--- src/rtl/vga_timing_gen.sv ---
// vga_timing_gen: 640x480@60 raster timing with a registered colour/sync output stage.
// Optional frame counter is enabled by defining VGA_FRAME_CNT_EN; otherwise frame reads 0.
module vga_timing_gen #(
  parameter int unsigned H_ACTIVE = 640,
  parameter int unsigned H_FP     = 16,
  parameter int unsigned H_SYNC   = 96,
  parameter int unsigned H_BP     = 48,
  parameter int unsigned V_ACTIVE = 480,
  parameter int unsigned V_FP     = 10,
  parameter int unsigned V_SYNC   = 2,
  parameter int unsigned V_BP     = 33
) (
  input  logic       clk,
  input  logic       reset,
  output logic [9:0] pix_x,
  output logic [9:0] pix_y,
  output logic       display_on,
  input  logic [5:0] color,
  output logic [5:0] rgb,
  output logic       hsync,
  output logic       vsync,
  output logic       frame_tick,
  output logic [7:0] frame
);

  localparam int unsigned H_TOTAL = H_ACTIVE + H_FP + H_SYNC + H_BP;
  localparam int unsigned V_TOTAL = V_ACTIVE + V_FP + V_SYNC + V_BP;

  // Sync windows are inclusive ranges measured from the start of the line/frame.
  localparam logic [9:0] HActive = 10'(H_ACTIVE);
  localparam logic [9:0] VActive = 10'(V_ACTIVE);
  localparam logic [9:0] HLast   = 10'(H_TOTAL - 1);
  localparam logic [9:0] VLast   = 10'(V_TOTAL - 1);
  localparam logic [9:0] HsFirst = 10'(H_ACTIVE + H_FP);
  localparam logic [9:0] HsLast  = 10'(H_ACTIVE + H_FP + H_SYNC - 1);
  localparam logic [9:0] VsFirst = 10'(V_ACTIVE + V_FP);
  localparam logic [9:0] VsLast  = 10'(V_ACTIVE + V_FP + V_SYNC - 1);

  logic [9:0] hcnt_q, vcnt_q;
  logic [5:0] rgb_q;
  logic       hsync_q, vsync_q, frame_tick_q;
  logic       hsync_window, vsync_window, line_end, frame_end;

  assign pix_x        = hcnt_q;
  assign pix_y        = vcnt_q;
  assign display_on   = (hcnt_q < HActive) && (vcnt_q < VActive);
  assign hsync_window = (hcnt_q >= HsFirst) && (hcnt_q <= HsLast);
  assign vsync_window = (vcnt_q >= VsFirst) && (vcnt_q <= VsLast);
  assign line_end     = (hcnt_q == HLast);
  assign frame_end    = line_end && (vcnt_q == VLast);

  assign rgb        = rgb_q;
  assign hsync      = hsync_q;
  assign vsync      = vsync_q;
  assign frame_tick = frame_tick_q;

  // Raster counters: hcnt wraps every line, vcnt advances on each line wrap.
  always_ff @(posedge clk or posedge reset) begin
    if (reset) begin
      hcnt_q <= 10'd0;
      vcnt_q <= 10'd0;
    end else if (line_end) begin
      hcnt_q <= 10'd0;
      vcnt_q <= (vcnt_q == VLast) ? 10'd0 : vcnt_q + 10'd1;
    end else begin
      hcnt_q <= hcnt_q + 10'd1;
    end
  end

  // Output stage: colour and syncs sampled from the same counter state so they stay aligned.
  always_ff @(posedge clk or posedge reset) begin
    if (reset) begin
      rgb_q        <= 6'd0;
      hsync_q      <= 1'b1;
      vsync_q      <= 1'b1;
      frame_tick_q <= 1'b0;
    end else begin
      rgb_q        <= display_on ? color : 6'd0;
      hsync_q      <= ~hsync_window;
      vsync_q      <= ~vsync_window;
      frame_tick_q <= frame_end;
    end
  end

`ifdef VGA_FRAME_CNT_EN
  logic [7:0] frame_q;

  // Frame counter steps on the same edge that raises frame_tick.
  always_ff @(posedge clk or posedge reset) begin
    if (reset) begin
      frame_q <= 8'd0;
    end else if (frame_end) begin
      frame_q <= frame_q + 8'd1;
    end
  end

  assign frame = frame_q;
`else
  assign frame = 8'd0;
`endif

endmodule

--- config.mk ---
export PLATFORM = sky130hd
export DESIGN_NAME = vga_timing_gen
export DESIGN_NICKNAME = d
export VERILOG_FILES = /design/src/rtl/vga_timing_gen.sv
export SDC_FILE = /design/constraint.sdc
export NUM_CORES = 1
export LEC_CHECK = 0
export ABC_AREA = 1
export CORE_UTILIZATION = 47
export CTS_CLUSTER_DIAMETER = 50
export CTS_CLUSTER_SIZE = 10
export DETAILED_ROUTE_END_ITERATION = 12
export HOLD_SLACK_MARGIN = 0.1
export MAX_ROUTING_LAYER = met4
export PLACE_DENSITY = 0.76
export SETUP_SLACK_MARGIN = 0.3
export SLEW_MARGIN = 10
export SYNTH_ARGS = -nofsm -noshare
export SYNTH_HDL_FRONTEND = slang
export SYNTH_SLANG_ARGS = --single-unit
--- constraint.sdc ---
create_clock -name clk -period 1.4 [get_ports clk]
set_input_delay 0.14 -clock clk [delete_from_list [all_inputs] [get_ports clk]]
set_output_delay 0.14 -clock clk [all_outputs]
set_load 0.02 [all_outputs]
==> reports/metrics.sh, run 1 <==
OUTCOME='finished, violations left'
FAILED_CHECKS='setup timing'
WORSTREG2REGSTART='pix_x[0]'
WHS_PATH_DEPTH=3
NUMBER_OF_FLOPS_MAPPED_TO_ENABLE_CELLS_BY_YOSYS=0
IOPINCOUNT=46
GR-USAGE-ALL-LAYERS_PCT=24.61
WORST_SETUP_PATH_START_KIND='flop'
FINALCOREUTILIZATION_PCT=86.24
ROWS=20
CTS_HTREE_LEVELS=2
DRT.ANTENNA.VIOLATING_NETS=0
PLACE.DETAILED.INSTANCES=290
VIA_COUNT=1705
WORSTPATHREQUIRED_NS=1.68
MAX_FREQ_GHz=0.6764
FIRST_PASS_GRT_WIRE_LENGTH_MM=6.003
POST-ROUTE-WORST-SETUP-SLACK_NS=-0.07832
HOLD_PATH.STARTPOINT='color[0]'
CPMAXSTAGEDELAYCELL='dfrtp_2'
YOSYSTOPAREACELL='dfrtp_1'
INITIAL_CORE_UTIL_PCT=50.96
GRT_OVERFLOW=0
FINISH.INSTANCE_AREA_UM2=2698
HOLD_WS_NS=0.3138
COUNT_OF_INPUT_AND_OUTPUT_BUFFERS=37
DRT-PASS1-ITER-COUNT=4
TIMING.REG2REG.WORST_PATH_DEPTH=8
TIMING.RR.END='pix_y[7]'
DETAIL_ROUTE.ITER0.VIOLATIONS=85
SYN-CELL-AREA_UM2=1594
FIN_WORST_SKEW_NS=0.002196
TIMING.CRITICAL_PATH.SLOWEST_CELL_DELAY_NS=0.41
SYNTHFLOPTYPE='dfrtp_1'
ARRIVAL_NS=1.76
PATH_CLK_SLEW_NS=0.09
CTSLONGESTPATHBUFFERS=2
GRT_START_MAX_NET_PINS=14
CLOCK_INSERTION_DELAY_AT_THE_LATER_PIN_OF_THE_SKEW_REPORT_NS=0.34
END_OF_THE_WORST_HOLD_PATH='rgb[0]'
MAX-CAP-VIOLATIONS=0
CTS_BUFS_INSERTED=5
DIE_AREA_UM2=3628
SYNTHDISTINCTLIBCELLS=30
YS_TOP_CELLS_BY_AREA='dfrtp_1, nand2_1, inv_1, nor2_1, buf_4'
WIRE_PER_INST_UM=15.95
DIE-HEIGHT_UM=60.24
REPORT.FINAL.SETUP_VIOL=11
POSTROUTEWIRELENGTH_MM=5.230
CLOCK-ROOT-BUFFER='clkbuf_4'
FINAL_ESTIMATED_ROUTING_CONGESTION_IN_GLOBAL_PLACEMENT=0.8147
LAYOUTNONFILLERINSTCOUNT=328
ANTENNA_FOUND_INITIAL=0
ANTENNADIODECOUNT=0
P_LEAK_nW=1.328
FINAL.FILL_COUNT=157
ESTIMATED_WIRELENGTH_OF_THE_DETAIL_PLACED_DESIGN_MM=2.534
SEQ_AREA_FRAC_SYNTH_PCT=45.68
TIMING.CRITICAL_PATH.CELLS='ha_4, nand2_4, nor2_4, inv_2, nor2_4, buf_12, nand3_1, nand2_1'
CP_COMMON_CELL='nor2_4'
WORST_SETUP_PATH_END_KIND='flop'
FINAL_NETS=295
SYNTHTOLAYOUTAREAGROWTH_PCT=69.23
YOSYS.AREA.TOP_TYPE_SHARE_PCT=42.39
SYNTHTOPCELLSBYCOUNT='nand2_1, inv_1, dfrtp_1'
VIAS_PER_CELL=5.198
FINAL.PERIOD_UTILIZATION_PCT=105.6
SYNTH_MOST_COMMON_CELL='nand2_1'
VDD.IR_DROP.WORST_V=0.0004446
SYNTHESIS.AREA_PER_INSTANCE_UM2=8.479
VIA_COUNT_OF_THE_FIRST_GLOBAL_ROUTING_PASS=1321
POST-LAYOUT-TOTAL-POWER_W=0.001446
WORST-R2R-SETUP-SLACK_NS=-0.08
TIMING.FINAL.CRIT_PERIOD_NS=1.478
HOLD_VIOLATIONS=0
TRITONCTS_NUM_SINKS=29
SETUP_REPAIR_AFTER_GLOBAL_ROUTING_MISSED_ITS_MARGIN='true'
DPL-INSTANCE-AREA_UM2=2203
NETLIST_INSTANCES=188
REMAINING_DRC_ERRORS=0
MAX_SLEW_VIOLATIONS=0
CRITPATHKIND='reg2reg'
TRITONCTS='done'
PATH_MAX_FANOUT=9
HOLD_PATH_CLASS='in2reg'
FP.COREAREA_UM2=3128
SYNTH-SEQ-CELLS=29
YS.WARNINGS.COUNT=0
CHIPWIDTH_UM=60.24
LAYOUT-DRIVE-GT1-SHARE_PCT=57.75
POWER_PER_STANDARD_CELL_AREA_nW_PER_UM2=535.9
SYNTH-ASYNC-RESET-RATIO_PCT=100.0
## critical path, delay by kind of cell, from the launching register on
| family | cells | cell delay, ns |
|---|---|---|
| AND/OR/NAND/NOR | 5 | 0.60 |
| buffers and inverters | 2 | 0.25 |
| adder cells (fa/ha/maj) | 1 | 0.16 |
| flip-flops | 1 | 0.41 |
## per-stage QoR
step                      setup TNS (ns)  setup WS, ns
after floorplan                        0        0.1002
after global placement          -0.03604      -0.03604
after global routing              -1.006       -0.1226
final                            -0.5146      -0.07832
after detailed placement        -0.05801      -0.05801
after CTS                              0       0.03214
## worst max path at each step
stage / endpoint / slack, ns / startpoint / depth (start not counted)
6_report: pix_y[7] / -0.08 / pix_x[0] / 8
3_5_place_dp: display_on / -0.06 / pix_x[9] / 4
2_1_floorplan: pix_y[5] / 0.10 / pix_x[0] / 7
4_1_cts: display_on / 0.03 / pix_x[7] / 4
5_1_grt: pix_y[9] / -0.12 / pix_y[0] / 7
3_3_place_gp: display_on / -0.04 / pix_x[9] / 4
## metal layers
| metal | part of all wire, % | global-route usage (%) | vias up |
|---|---|---|---|
| met5 | 0 | - | - |
| met4 | 5.8 | 11.30 | 0 |
| met3 | 8.3 | 6.061 | 33 |
| met2 | 48 | 38.78 | 102 |
| met1 | 38 | 29.57 | 816 |
| li1 | - | - | 754 |
## flip-flops by register name, summed over array words and instances (netlist names)
name	count
hsync	1
frame_tick	1
rgb	6
pix_x	10
pix_y	10
vsync	1
## logic make-up after synthesis
kind of cell / share of synthesized area, %
compound gates: 6.280
xor+xnor: 4.788
fa+ha+maj: 3.140
buf+inv: 13.42
flops: 45.68
other cells: 0.2353
simple gates: 26.45
## power breakdown
part | switching [W] | total [W] | leakage (nW) | internal (W)
registers | 0.00000177 | 0.000847 | 0.354 | 0.000846
logic | 0.0000596 | 0.0000956 | 0.942 | 0.0000359
clock network | 0.000312 | 0.000503 | 0.0320 | 0.000191
## layout by cell type, fill, tap and decap left out, types with 2 or more instances in the layout
cell type         n
clkdlybuf4s50_1   7
nand3_4           2
ha_1              2
conb_1            8
nand2_4           4
a21oi_1           2
o211ai_1          2
xor2_1            5
nand3_2           5
clkinv_2          2
nand4_1           2
xor2_2            2
buf_6            40
nor2_2            3
o21ai_2           2
nand3_1           8
inv_1            20
dfrtp_1          16
buf_12            2
dfstp_2           2
nand2_1          20
buf_4            32
dfrtp_2          11
nor2_1           16
o21ai_1           4
clkbuf_4          5
nand2_2          12
buf_2             8
nor2_4           11
inv_2            14
## what timing repair did
item / in CTS / in global routing
setup endpoints to repair: 49 / 65
pin swaps: 11 / 9
hold buffers: 1 / 0
gates cloned: 0 / 0
setup buffers: 15 / 14
resized for setup: 185 / 52
hold endpoints to repair: 4 / 0
## layout make-up
class	count	area (µm²)	area share, %
clock buffer	6	41.29	1.531
clock inverter	2	10.01	0.3711
inverter	35	131.4	4.870
multi-input combinational	121	852.1	31.59
sequential	29	742.0	27.50
tap	44	55.05	2.041
timing repair buffer	91	865.8	32.10
Note: power is estimated with default switching activity, not from simulation.
==> inputs of run 2 (changes only) <==
--- a/config.mk
+++ b/config.mk
@@ -6,6 +6,7 @@
 export NUM_CORES = 1
 export LEC_CHECK = 0
 export ABC_AREA = 1
+export CORE_MARGIN = 3
 export CORE_UTILIZATION = 47
 export CTS_CLUSTER_DIAMETER = 50
 export CTS_CLUSTER_SIZE = 10
==> reports/metrics.sh, run 2 (synthesized netlist as in run 1, its figures left out) <==
TRITONCTS_NUM_SINKS=29  # unchanged
GR_MET2_DEMAND_RESOURCE_PCT=39.10  # +0.32 points
PATH_CLK_SLEW_NS=0.10  # about the same
TIMING.REG2REG.WORST_PATH_DEPTH=8  # unchanged
WORSTREG2REGSTART='pix_x[0]'
TIMING.RR.END='pix_y[9]'
MAX_SLEW_VIOLATIONS=0  # unchanged
INTPOWER_W=0.001173  # +9.3%
POWER_PER_STANDARD_CELL_AREA_nW_PER_UM2=570.2  # +6.4%
HOLD_VIOLATIONS=0  # unchanged
SETUP_REPAIR_AFTER_GLOBAL_ROUTING_MISSED_ITS_MARGIN='true'
FINAL_NETS=290  # -1.7%
PATH_DELAY_FAMILY='simple AND/OR/NAND/NOR gates'
GRT_START_MAX_NET_PINS=13  # -1
WORST-R2R-SETUP-SLACK_NS=-0.08  # about the same
PATH_MAX_FANOUT=5  # -4
CP_COMMON_CELL='nor2_4'
POST-ROUTE-WORST-SETUP-SLACK_NS=-0.08037  # -0.002046 ns
TRITONCTS='done'
OUTCOME='finished, violations left'
DRT-PASS1-ITER-COUNT=4  # unchanged
TIMING.CRITICAL_PATH.CELLS='ha_4, nand2_4, nor2_4, inv_2, nor2_4, nand3_1, nand2_1, nor2_1'
WORST_SETUP_PATH_START_KIND='flop'
VIA_COUNT_OF_THE_FIRST_GLOBAL_ROUTING_PASS=1535  # +16%
DETAIL_ROUTE.ITER0.VIOLATIONS=224  # +160%
CRITICAL_PATH_DEPTH=8  # unchanged
GR-USAGE-ALL-LAYERS_PCT=24.28  # -0.33 points
CLOCK_INSERTION_DELAY_AT_THE_LATER_PIN_OF_THE_SKEW_REPORT_NS=0.33  # about the same
DIE-HEIGHT_UM=64.24  # +6.6%
SWITCHINGPOWER_W=0.0003721  # -0.35%
FINAL.PERIOD_UTILIZATION_PCT=105.7  # +0.15 points
MOSTFREQUENTLAYOUTCELL='buf_6'
P_SEQ_SHARE_PCT=54.9  # -3.7 points
CLOCK_POWER_SHARE_PCT=38.8  # +4.0 points
SETUP.WORST_PATH.START='pix_x[0]'
CRITPATHKIND='reg2reg'
VIA_COUNT=1724  # +1.1%
VDD.IR_DROP.WORST_V=0.0005411  # +22%
GRT.MET3_USAGE_PCT=6.503  # +0.44 points
FAILED_CHECKS='setup timing'
ANTENNA_FOUND_INITIAL=0  # unchanged
DIE_AREA_UM2=4126  # +14%
FIN_WORST_SKEW_NS=0.01963  # +0.01744 ns
LAYOUT-DRIVE-GT1-SHARE_PCT=55.91  # -1.8 points
GLOBALROUTE.BUSIESTLAYER='met2'
VIAS_PER_CELL=5.337  # +2.7%
FIRST_PASS_GRT_WIRE_LENGTH_MM=7.527  # +25%
MAX-CAP-VIOLATIONS=0  # unchanged
REMAINING_DRC_ERRORS=0  # unchanged
ARRIVAL_NS=1.70  # -0.06 ns
COUNT_OF_INPUT_AND_OUTPUT_BUFFERS=37  # unchanged
CPMAXSTAGEDELAYCELL='dfrtp_2'
COMBPWRFRAC_PCT=6.4  # -0.2 points
PATH_BUF_INV=1  # -1
FP.COREAREA_UM2=3153  # +0.80%
DRT.ANTENNA.VIOLATING_NETS=0  # unchanged
CTS_BUFS_INSERTED=5  # unchanged
WORST_SETUP_PATH_END_KIND='flop'
DPL-INSTANCE-AREA_UM2=2208  # +0.23%
GRT_OVERFLOW=0  # unchanged
ROWS=20  # unchanged
PLACE.DETAILED.INSTANCES=289  # -0.34%
P_LEAK_nW=1.327  # about the same
FINAL_ESTIMATED_ROUTING_CONGESTION_IN_GLOBAL_PLACEMENT=0.8400  # +3.1%
TOP_LIBRARY_CELLS_BY_USAGE_IN_THE_LAYOUT_FILL_AND_TAPS_ASIDE='buf_6, nand2_1, inv_1, buf_4, dfrtp_1'
MAX_FREQ_GHz=0.6755  # -0.14%
ESTIMATED_WIRELENGTH_OF_THE_DETAIL_PLACED_DESIGN_MM=2.697  # +6.5%
FINISH.INSTANCE_AREA_UM2=2709  # +0.42%
CTSLONGESTPATHBUFFERS=2  # unchanged
CHIPWIDTH_UM=64.24  # +6.6%
SYNTHTOLAYOUTAREAGROWTH_PCT=69.94
WORSTPATHREQUIRED_NS=1.62  # -0.06 ns
ANTENNADIODECOUNT=0  # unchanged
SWITCHING_SHARE_PCT=24.09  # -1.7 points
POSTROUTEWIRELENGTH_MM=5.881  # +12%
CTS_HTREE_LEVELS=2  # unchanged
HOLD_PATH_CLASS='in2async'
IOPINCOUNT=46  # unchanged
LAYOUTNONFILLERINSTCOUNT=323  # -1.5%
CLOCK-ROOT-BUFFER='clkbuf_4'
REPORT.FINAL.SETUP_VIOL=13  # +2
TIMING.CRITICAL_PATH.SLOWEST_CELL_DELAY_NS=0.41  # about the same
WIRE_PER_INST_UM=18.21  # +14%
USE_MET1_PCT=29.37  # -0.20 points
CRITICAL_PATH.ENDPOINT='pix_y[9]'
TIMING.FINAL.CRIT_PERIOD_NS=1.480  # +0.002046 ns
INITIAL_CORE_UTIL_PCT=50.56  # -0.40 points
==> run 2: cell count changes in the layout (fill, tap and decap cells not counted), moves of 3 or more <==
cell and delta:
nor2_1 -3, inv_1 +3, nand3_2 +3, buf_6 +5, buf_4 -9, o21ai_1 -3
nand2_2 -5, o21ai_2 +3, inv_2 -4, nand2_1 +6
==> run 2: worst reg2reg max path, delay by kind of cell, from the launching register on <==
| kind | cells | cell delay (ns) |
|---|---|---|
| adders and majority gates | 1 | 0.17 |
| buffers and inverters | 1 | 0.08 |
| and+or+nand+nor | 6 | 0.74 |
| DFF | 1 | 0.41 |
==> run 2: how the worst min path moves through the flow <==
stage | from | cells past startpoint | slack, ns | endpoint
finish | reset | 3 | 0.23 | pix_y[1]
detailed placement | reset | 2 | 0.43 | pix_x[6]
global placement | reset | 2 | 0.43 | pix_x[6]
CTS | reset | 3 | 0.23 | pix_y[2]
global route | reset | 2 | 0.26 | hsync
floorplan | reset | 1 | 0.22 | frame_tick
==> run 2: stage by stage <==
stage                     setup TNS (ns)  hold slack, ns  setup slack (ns)  utilization (%)  total power (W)
after detailed placement        -0.06629          0.4304          -0.06629            70.04        0.0009655
after floorplan                        0          0.2161            0.1002                -        0.0009311
final                            -0.4526          0.2349          -0.08037            85.91         0.001545
after global routing              -1.119          0.2619           -0.1674            85.91         0.001608
after CTS                              0          0.2310           0.02906            77.78         0.001548
after global placement          -0.04405          0.4256          -0.04405            70.04        0.0009641
==> run 2: routing by layer <==
layer / vias to the layer above / part of all wire [%]
met2: 131 / 49
li1: 742 / -
met3: 41 / 8.9
met5: - / 0
met1: 810 / 35
met4: 0 / 6.8
==> run 2: timing repair <==
action                                 in CTS  in global routing
hold buffers                                1                  0
pin swaps                                   4                 11
setup endpoints to repair                  49                 57
buffers inserted                           12                 13
resized for setup                         164                 71
endpoints found under the hold margin       4                  0
==> run 2: layout make-up <==
cell class	count	area, µm²
clock inverters	1	5.005
clock buffers	7	65.06
multi-input cells	121	855.8
repair buffers	86	854.6
inverters	35	133.9
fillers	172	444.2
flip-flops and latches	29	739.5
well taps	44	55.05
==> run 2: power by group through the flow <==
stage,sequential (W),combinational [W],clock (W)
final,0.000847,0.0000985,0.000599
after global routing,0.000848,0.000108,0.000652
after CTS,0.000848,0.000102,0.000598
after detailed placement,0.000864,0.000101,0
after global placement,0.000864,0.000100,0
after floorplan,0.000876,0.0000549,0
